[config.mk]
export PLATFORM = sky130hd
export DESIGN_NAME = seg7_scan_driver
export DESIGN_NICKNAME = d
export VERILOG_FILES = /design/src/rtl/seg7_scan_driver.sv
export SDC_FILE = /design/constraint.sdc
export NUM_CORES = 1
export LEC_CHECK = 0
export ABC_AREA = 1
export CORE_MARGIN = 5
export CORE_UTILIZATION = 45
export CTS_BUF_LIST = sky130_fd_sc_hd__clkbuf_4
export DETAILED_ROUTE_END_ITERATION = 7
export GPL_TIMING_DRIVEN = 0
export PLACE_DENSITY = 0.66
export SLEW_MARGIN = 15
export SYNTH_ARGS = -nofsm -noshare
export SYNTH_HDL_FRONTEND = slang
export SYNTH_SLANG_ARGS = --single-unit
export TNS_END_PERCENT = 5
[constraint.sdc]
create_clock -name clk -period 2.6 [get_ports clk]
set_input_delay 0.78 -clock clk [delete_from_list [all_inputs] [get_ports clk]]
set_output_delay 0.78 -clock clk [all_outputs]
set_load 0.01 [all_outputs]
[src/rtl/seg7_scan_driver.sv]
// seg7_scan_driver: time-multiplexed seven-segment scanner with a dark guard
// interval per digit, leading-zero blanking and frame-consistent double buffering.
module seg7_scan_driver #(
  parameter int NUM_DIGITS          = 8,
  parameter int DIGIT_PERIOD_CYCLES = 100000,
  parameter int GUARD_CYCLES        = 2000,
  parameter bit ANODE_ACTIVE_LOW    = 1'b1,
  parameter bit SEG_ACTIVE_LOW      = 1'b1
) (
  input  logic                      clk,
  input  logic                      rst,
  input  logic                      i_enable,
  input  logic [4*NUM_DIGITS-1:0]   i_data,
  input  logic                      i_valid,
  input  logic [NUM_DIGITS-1:0]     i_dp_mask,
  input  logic                      i_blank_lz,
  output logic [NUM_DIGITS-1:0]     o_anode,
  output logic [6:0]                o_seg,
  output logic                      o_dp,
  output logic                      o_frame_tick
);

  localparam int ON_CYCLES = DIGIT_PERIOD_CYCLES - GUARD_CYCLES;
  localparam int CNT_W     = (DIGIT_PERIOD_CYCLES > 1) ? $clog2(DIGIT_PERIOD_CYCLES) : 1;
  localparam int IDX_W     = (NUM_DIGITS > 1) ? $clog2(NUM_DIGITS) : 1;

  localparam logic [CNT_W-1:0]      GUARD_LAST = CNT_W'(GUARD_CYCLES - 1);
  localparam logic [CNT_W-1:0]      ON_LAST    = CNT_W'(ON_CYCLES - 1);
  localparam logic [CNT_W-1:0]      ON_PENULT  = CNT_W'((ON_CYCLES > 1) ? ON_CYCLES - 2 : 0);
  localparam logic [IDX_W-1:0]      IDX_LAST   = IDX_W'(NUM_DIGITS - 1);
  localparam logic [NUM_DIGITS-1:0] ANODE_ONE  = NUM_DIGITS'(1);
  localparam logic [NUM_DIGITS-1:0] ANODE_OFF  = {NUM_DIGITS{ANODE_ACTIVE_LOW}};
  localparam logic [6:0]            SEG_OFF    = {7{SEG_ACTIVE_LOW}};
  localparam logic                  DP_OFF     = SEG_ACTIVE_LOW;

  // At least one dark cycle is needed so the active register settles before digit 0 lights.
  generate
    if (GUARD_CYCLES < 1 || GUARD_CYCLES >= DIGIT_PERIOD_CYCLES) begin : g_bad_timing
      $error("seg7_scan_driver: GUARD_CYCLES must be in 1..DIGIT_PERIOD_CYCLES-1");
    end
  endgenerate

  typedef enum logic [1:0] {S_OFF, S_GUARD, S_ON} state_t;

  state_t                  r_state;
  logic [CNT_W-1:0]        r_cnt;
  logic [IDX_W-1:0]        r_idx;
  logic [NUM_DIGITS-1:0]   r_anode;
  logic [6:0]              r_seg;
  logic                    r_dp;
  logic                    r_tick;

  logic [4*NUM_DIGITS-1:0] r_sh_data;
  logic [NUM_DIGITS-1:0]   r_sh_dp;
  logic                    r_sh_blank_lz;
  logic                    r_pending;
  logic [4*NUM_DIGITS-1:0] r_act_data;
  logic [NUM_DIGITS-1:0]   r_act_dp;
  logic                    r_act_blank_lz;

  logic [3:0]              w_nib [NUM_DIGITS];
  logic [NUM_DIGITS-1:0]   w_blank;
  logic [3:0]              w_cur_nib;
  logic [6:0]              w_seg_on;
  logic [NUM_DIGITS-1:0]   w_anode_on;
  logic                    w_dp_on;
  logic                    w_frame_start;

  function automatic logic [6:0] hex_glyph(input logic [3:0] nib);
    case (nib)
      4'h0:    hex_glyph = 7'h3F;
      4'h1:    hex_glyph = 7'h06;
      4'h2:    hex_glyph = 7'h5B;
      4'h3:    hex_glyph = 7'h4F;
      4'h4:    hex_glyph = 7'h66;
      4'h5:    hex_glyph = 7'h6D;
      4'h6:    hex_glyph = 7'h7D;
      4'h7:    hex_glyph = 7'h07;
      4'h8:    hex_glyph = 7'h7F;
      4'h9:    hex_glyph = 7'h6F;
      4'hA:    hex_glyph = 7'h77;
      4'hB:    hex_glyph = 7'h7C;
      4'hC:    hex_glyph = 7'h39;
      4'hD:    hex_glyph = 7'h5E;
      4'hE:    hex_glyph = 7'h79;
      default: hex_glyph = 7'h71;
    endcase
  endfunction

  // A digit is blank when it and every more significant nibble are zero; digit 0 always shows.
  genvar gi;
  generate
    for (gi = 0; gi < NUM_DIGITS; gi++) begin : g_digit
      assign w_nib[gi] = r_act_data[4*gi +: 4];
      if (gi == 0) begin : g_lsd
        assign w_blank[gi] = 1'b0;
      end else begin : g_upper
        assign w_blank[gi] = r_act_blank_lz & (r_act_data[4*NUM_DIGITS-1:4*gi] == '0);
      end
    end
  endgenerate

  assign w_cur_nib  = w_nib[r_idx];
  assign w_seg_on   = w_blank[r_idx] ? SEG_OFF : (hex_glyph(w_cur_nib) ^ SEG_OFF);
  assign w_anode_on = (ANODE_ONE << r_idx) ^ ANODE_OFF;
  assign w_dp_on    = r_act_dp[r_idx] ^ DP_OFF;

  // Edge that starts slot 0: leaving OFF, or wrapping past the last digit.
  assign w_frame_start = i_enable &
                         ((r_state == S_OFF) |
                          ((r_state == S_ON) & (r_cnt == ON_LAST) & (r_idx == IDX_LAST)));

  always_ff @(posedge clk) begin
    if (rst) begin
      r_sh_data      <= '0;
      r_sh_dp        <= '0;
      r_sh_blank_lz  <= 1'b0;
      r_pending      <= 1'b0;
      r_act_data     <= '0;
      r_act_dp       <= '0;
      r_act_blank_lz <= 1'b0;
    end else if (w_frame_start) begin
      if (i_valid) begin
        r_act_data     <= i_data;
        r_act_dp       <= i_dp_mask;
        r_act_blank_lz <= i_blank_lz;
        r_sh_data      <= i_data;
        r_sh_dp        <= i_dp_mask;
        r_sh_blank_lz  <= i_blank_lz;
      end else if (r_pending) begin
        r_act_data     <= r_sh_data;
        r_act_dp       <= r_sh_dp;
        r_act_blank_lz <= r_sh_blank_lz;
      end
      r_pending <= 1'b0;
    end else if (i_valid) begin
      r_sh_data     <= i_data;
      r_sh_dp       <= i_dp_mask;
      r_sh_blank_lz <= i_blank_lz;
      r_pending     <= 1'b1;
    end
  end

  // Outputs are loaded together with the state they belong to, so they line up with it.
  always_ff @(posedge clk) begin
    if (rst || !i_enable) begin
      r_state <= S_OFF;
      r_cnt   <= '0;
      r_idx   <= '0;
      r_anode <= ANODE_OFF;
      r_seg   <= SEG_OFF;
      r_dp    <= DP_OFF;
      r_tick  <= 1'b0;
    end else begin
      r_anode <= ANODE_OFF;
      r_seg   <= SEG_OFF;
      r_dp    <= DP_OFF;
      r_tick  <= 1'b0;
      case (r_state)
        S_OFF: begin
          r_state <= S_GUARD;
          r_cnt   <= '0;
          r_idx   <= '0;
        end
        S_GUARD: begin
          if (r_cnt == GUARD_LAST) begin
            r_state <= S_ON;
            r_cnt   <= '0;
            r_anode <= w_anode_on;
            r_seg   <= w_seg_on;
            r_dp    <= w_dp_on;
            r_tick  <= (r_idx == IDX_LAST) && (ON_CYCLES == 1);
          end else begin
            r_cnt <= r_cnt + 1'b1;
          end
        end
        S_ON: begin
          if (r_cnt == ON_LAST) begin
            r_state <= S_GUARD;
            r_cnt   <= '0;
            r_idx   <= (r_idx == IDX_LAST) ? '0 : r_idx + 1'b1;
          end else begin
            r_cnt   <= r_cnt + 1'b1;
            r_anode <= w_anode_on;
            r_seg   <= w_seg_on;
            r_dp    <= w_dp_on;
            r_tick  <= (r_idx == IDX_LAST) && (r_cnt == ON_PENULT);
          end
        end
        default: begin
          r_state <= S_OFF;
          r_cnt   <= '0;
          r_idx   <= '0;
        end
      endcase
    end
  end

  assign o_anode      = r_anode;
  assign o_seg        = r_seg;
  assign o_dp         = r_dp;
  assign o_frame_tick = r_tick;

endmodule

# Word-level counts from Yosys, hierarchy flattened
# Memory sizes are Yosys's and may differ from the RTL's.
# Index checks and enable logic that the tools add are counted.
# op_classes
n_addsub,2
mul,0
div,0
n_lt_le_gt_ge,2
eq_ne,8
n_shift,1
muxes,32
bitwise_logic,17
n_reduce_logical,17
# op_table
op,n
two-way mux 32 bit,2
"equality test 17 bit, second input constant",2
two-way mux 17 bit,2
case mux 17 bit (2 select lines),1
two-way mux 8 bit,4
zero test 28 bit,1
zero test 24 bit,1
two-way mux 7 bit,3
zero test 20 bit,1
"adder 17 x 1 -> 17 bit, second input constant",1
"equality test 17 x 11 -> 1 bit, second input constant",1
zero test 16 bit,1
case mux 8 bit (2 select lines),1
case mux 7 bit (2 select lines),1
binary-select mux 4 bit (select 3 bit),1
zero test 12 bit,1
AND 1 bit,10
zero test 8 bit,1
two-way mux 4 bit,2
inverter 8 bit,1
"<< shifter 1 x 3 -> 8 bit, first input constant",1
inverter 7 bit,1
binary-select mux 1 bit (select 3 bit),2
two-way mux 1 bit,6
25 further kinds,31
# totals
regBits,122
latchBits,0
ram_bits,0
mem_bits_ro,112
inputBits,45
mem_count,1
# mem_list
name,words,width,rd,rd_clocked_by_memory_dff,wr,line_no,text
(name not given),16,7,1,0,0,70,case (nib)

# Longest topological paths before layout
# An unclocked memory read counts as a cell.
# depth
depth_word,9
ltp_mapped,15
depth_no_buf,13

# Worst setup path after synthesis
# No wires, ideal clock.
# synth_timing
path_type,input-to-reg
startpoint,input port rst
endpoint,register r_seg[3] (netlist: o_seg[3])
t_arrival_ns,1.902
required_time_ns,2.484
path_slack_ns,0.582
cell_stages,8
cell_sequence,clkbuf_1 -> nor2_1 -> nand2_1 -> inv_1 -> nand2_1 -> nor2_1 -> buf_2 -> nand2_1
# synth_via
elab_chain_cells,1
# synth_lines
element,line_no,text
"start, declared",11,"input logic rst,"
logical OR 1 bit,146,if (rst || !i_enable) begin
"end signal, assigned",170,r_seg <= w_seg_on;
"end signal, assigned",185,r_seg <= w_seg_on;
"end, declared",49,logic [6:0] r_seg;
# Every way passes these cells.
# A chain may end at the register's enable or synchronous reset.

# Worst setup path in the final report
# layout_timing
startpoint,register r_idx[1]
endpoint,register r_seg[0] (netlist: o_seg[0])
# layout_via
elab_chain_cells,9
# layout_lines
element,line_no,text
"start, declared",47,logic [IDX_W-1:0] r_idx;
"start signal, assigned",181,r_idx <= (r_idx == IDX_LAST) ? '0 : r_idx + 1'b1;
inverter 3 -> 4 bit (implied by the code),103,assign w_cur_nib = w_nib[r_idx];
binary-select mux 4 bit (select 3 bit),103,
two-way mux 4 bit (implied by the code) (2 in a row),103,
memory read (16 x 7 bit),-,
inverter 7 bit (no line),-,
two-way mux 7 bit *,104,assign w_seg_on = w_blank[r_idx] ? SEG_OFF : (hex_glyph(w_cur_nib) ^ SEG_OFF);
"two-way mux 7 bit, on equally long branches","178, 166",
case mux 7 bit (2 select lines) *,159,case (r_state)
# Mark *: on every way between the ends. The rest lies on a longest branch, timed or not. The select of a mux whose other input is x is not followed.

==> out/qor.txt <==
fraction of layout cells with a size suffix above 1: 6.009%
post-cts resize count: 0
first-pass GRT wire length: 22490 um
vias in the first global route: 4750
WL final: 13430 um
RSZ-0062 raised after global routing: no
Num CTS Buffers: 17
register area share after synthesis: 40.95%
Slowest cell on crit path: dfxtp_1
# setup viols final: 0
Tmin final: 2.307 ns
Die Y: 125.1 um
peak supply drop: 0.0003228 V
effective utilization at floorplan: 45.40%
CTS tree: yes
post-synthesis register bit count: 122
Die Wd: 125.1 um
setup slack after layout: 0.2934 ns
worst path cell trace: clkbuf_1 > o211ai_1 > nand3_1 > nand2_1 > ha_1 > nand3b_1 > nand3_1 > nand3_1 > nand2_1 > nand2_1
CP top delay family: simple AND/OR/NAND/NOR gates
Mapped Cells: 842
Overall Global Routing Usage: 17.46%
area growth from synthesis to layout: 18.75%
crit path buf inv count: 1
Worst EP arrival: 2.73 ns
clk_skew: 0.02213 ns
EDFF count, synth: 0
initial antenna violation count: 1
Yosys warning count: 0
Max-Slew Margin vs Limit: 62.63%
Critical Path End Type: flop
required time worst endpoint: 3.03 ns
Multi-input gate area: 0.002870 mm^2
Core Region: 0.01314 mm^2
syn_nets: 905
total of max-cap violations: 0
M2 GR Usage: 25.78%
Clock Sinks: 122
ys flop type: dfxtp_1
FP Rows: 42
total iterations of the first detailed-routing run: 6
die area: 0.01566 mm^2
Final period util: 88.71%
DR WL/cell: 12.11 um
status: finished clean
Hold WS: 0.4657 ns
nets: 982
max-slew violations: 0
met3 Track Usage GR: 4.478%
largest net degree at the start of global routing: 17
Root Buffer: clkbuf_4
flip-flop and latch area: 0.002442 mm^2
initial DRC count: 364
antenna-violating nets left: 0
Final Cell Area: 0.007083 mm^2
clk_lat worst skew: 0.55 ns
Critical Path Max Stage Delay: 0.51 ns
port bufs: 58
Fill cells: 1336
global route overflow: 0
setup total negative slack: 0 ns
DP HPWL: 10140 um
placed cell areas: 0.006765 mm^2
Mapped Area: 0.005964 mm^2
Post-CTS Hold Buffers: 0
worst slack at placement: -0.0007450 ns
synthesized area per cell: 7.084 um^2
DP Cell Count: 1076
HP Class: reg -> reg
clk slew on worst S/H paths: 0.10 ns
Yosys cell types: 32
Synth async-reset ratio: 0%
Leak Pwr: 0.003306 uW
Max Buffers Root-to-Sink: 2
crit path launch type: flop
Max Fclk: 0.4335 GHz
Post-CTS Setup Bufs: 0
GR met1 Demand/Resource: 24.42%
most used routing layer: met2
Via density: 4.751
Crit Path Class: reg -> reg
PD cells: 579.2 mW/mm^2
CP max FO: 10
Cell Count, Final, Fillers Out: 1109
Ports: 62
DRC violations left: 0
slew at the pin with the worst max-slew slack: 0.5606 ns
H-tree levels: 4
vias: 5269
Final Wtd Congestion: 0.8604
final hold violation count: 0
registers in the layout, summed over array words and instances, names as in the netlist, 2 cells and up:
name / cells
r_act_dp: 8
r_idx: 3
r_sh_dp: 8
r_act_data: 32
o_anode: 8
r_state: 2
r_cnt: 17
o_seg: 7
r_sh_data: 32
kinds of logic after synthesis:
logic type	count (synthesis)	synth area share, %
compound gates	43	4.007
xor+xnor	8	1.175
simple gates	450	32.28
flops	122	40.95
fa+ha+maj	18	3.776
buf+inv	160	10.93
mux	41	6.881
worst paths after layout:
kind / cells after the start / to / from / slack, ns
worst max-delay path: 10 / o_seg[0] / r_idx[1] / 0.29
worst min-delay path: 1 / r_cnt[0] / r_cnt[0] / 0.47
worst max register to register: 10 / o_seg[0] / r_idx[1] / 0.29
worst min register to register: 1 / r_cnt[0] / r_cnt[0] / 0.47
metal layers:
layer  wire length [um]  part of all wire (%)  up-vias
li1                   -                     -     2818
met1               6973                    52     2330
met2               5582                    42      103
met3                672                   5.0       18
met4                204                   1.5        0
met5                  0                     0        -
synth_stat cells, types with 2 or more instances:
cell / number / area (um^2)
a21oi_1: 10 / 50.05
buf_1: 6 / 22.52
buf_2: 14 / 70.07
buf_6: 4 / 45.04
clkbuf_1: 17 / 63.81
dfxtp_1: 122 / 2442
ha_1: 18 / 225.2
inv_1: 114 / 427.9
inv_2: 3 / 11.26
mux2i_1: 41 / 410.4
nand2_1: 208 / 780.8
nand3_1: 48 / 240.2
nand3b_1: 3 / 22.52
nand4_1: 50 / 312.8
nor2_1: 128 / 480.5
nor3_1: 7 / 35.03
o211ai_1: 5 / 37.54
o21ai_0: 23 / 115.1
o21bai_1: 2 / 15.01
xnor2_1: 2 / 17.52
xor2_1: 6 / 52.55
placed cells by master, fill, tap and decap left out, types with 2 or more instances in the layout:
cell and instances:
nand4_1 50, xor2_1 6, mux2i_1 41, clkdlybuf4s50_1 58, inv_1 114, ha_1 18, o21bai_1 2, o211ai_1 5
clkinv_2 2, buf_1 6, inv_2 3, nand2_1 208, buf_6 4, nand3b_1 3, nor2_1 128, clkinv_1 4
nor3_1 7, clkbuf_1 16, a21oi_1 10, xnor2_1 2, o21ai_0 23, dfxtp_1 122, buf_2 14, bufinv_16 4
clkbuf_4 22, nand3_1 48
worst register-to-register path, cell delays in order (launching register included):
cell and delay [ns]:
dfxtp_1 0.51, clkbuf_1 0.42, o211ai_1 0.23, nand3_1 0.14, nand2_1 0.12, ha_1 0.27
nand3b_1 0.20, nand3_1 0.10, nand3_1 0.09, nand2_1 0.07, nand2_1 0.05
stage by stage:
stage / power (uW) / utilization (%)
final: 4103 / 53.91
after CTS: 4143 / 53.89
after global routing: 4328 / 53.91
after floorplan: 2473 / -
after global placement: 2663 / 51.50
after detailed placement: 2668 / 51.50
final cells by class:
class,instances,share of cell area (%)
Multi-Input combinational cell,560,40.52
Antenna cell,1,0.03533
Clock inverter,10,2.102
Buffer,42,2.968
Tap cell,176,3.109
Clock buffer,22,2.332
Timing Repair Buffer,58,8.196
Inverter,118,6.253
Sequential cell,122,34.48
power by group:
group | internal (uW) | switching, uW
Combinational | 257 | 365
Sequential | 1970 | 40.1
Clock | 804 | 670
Total | 3030 | 1080
Note: power is estimated with default switching activity, not from simulation.
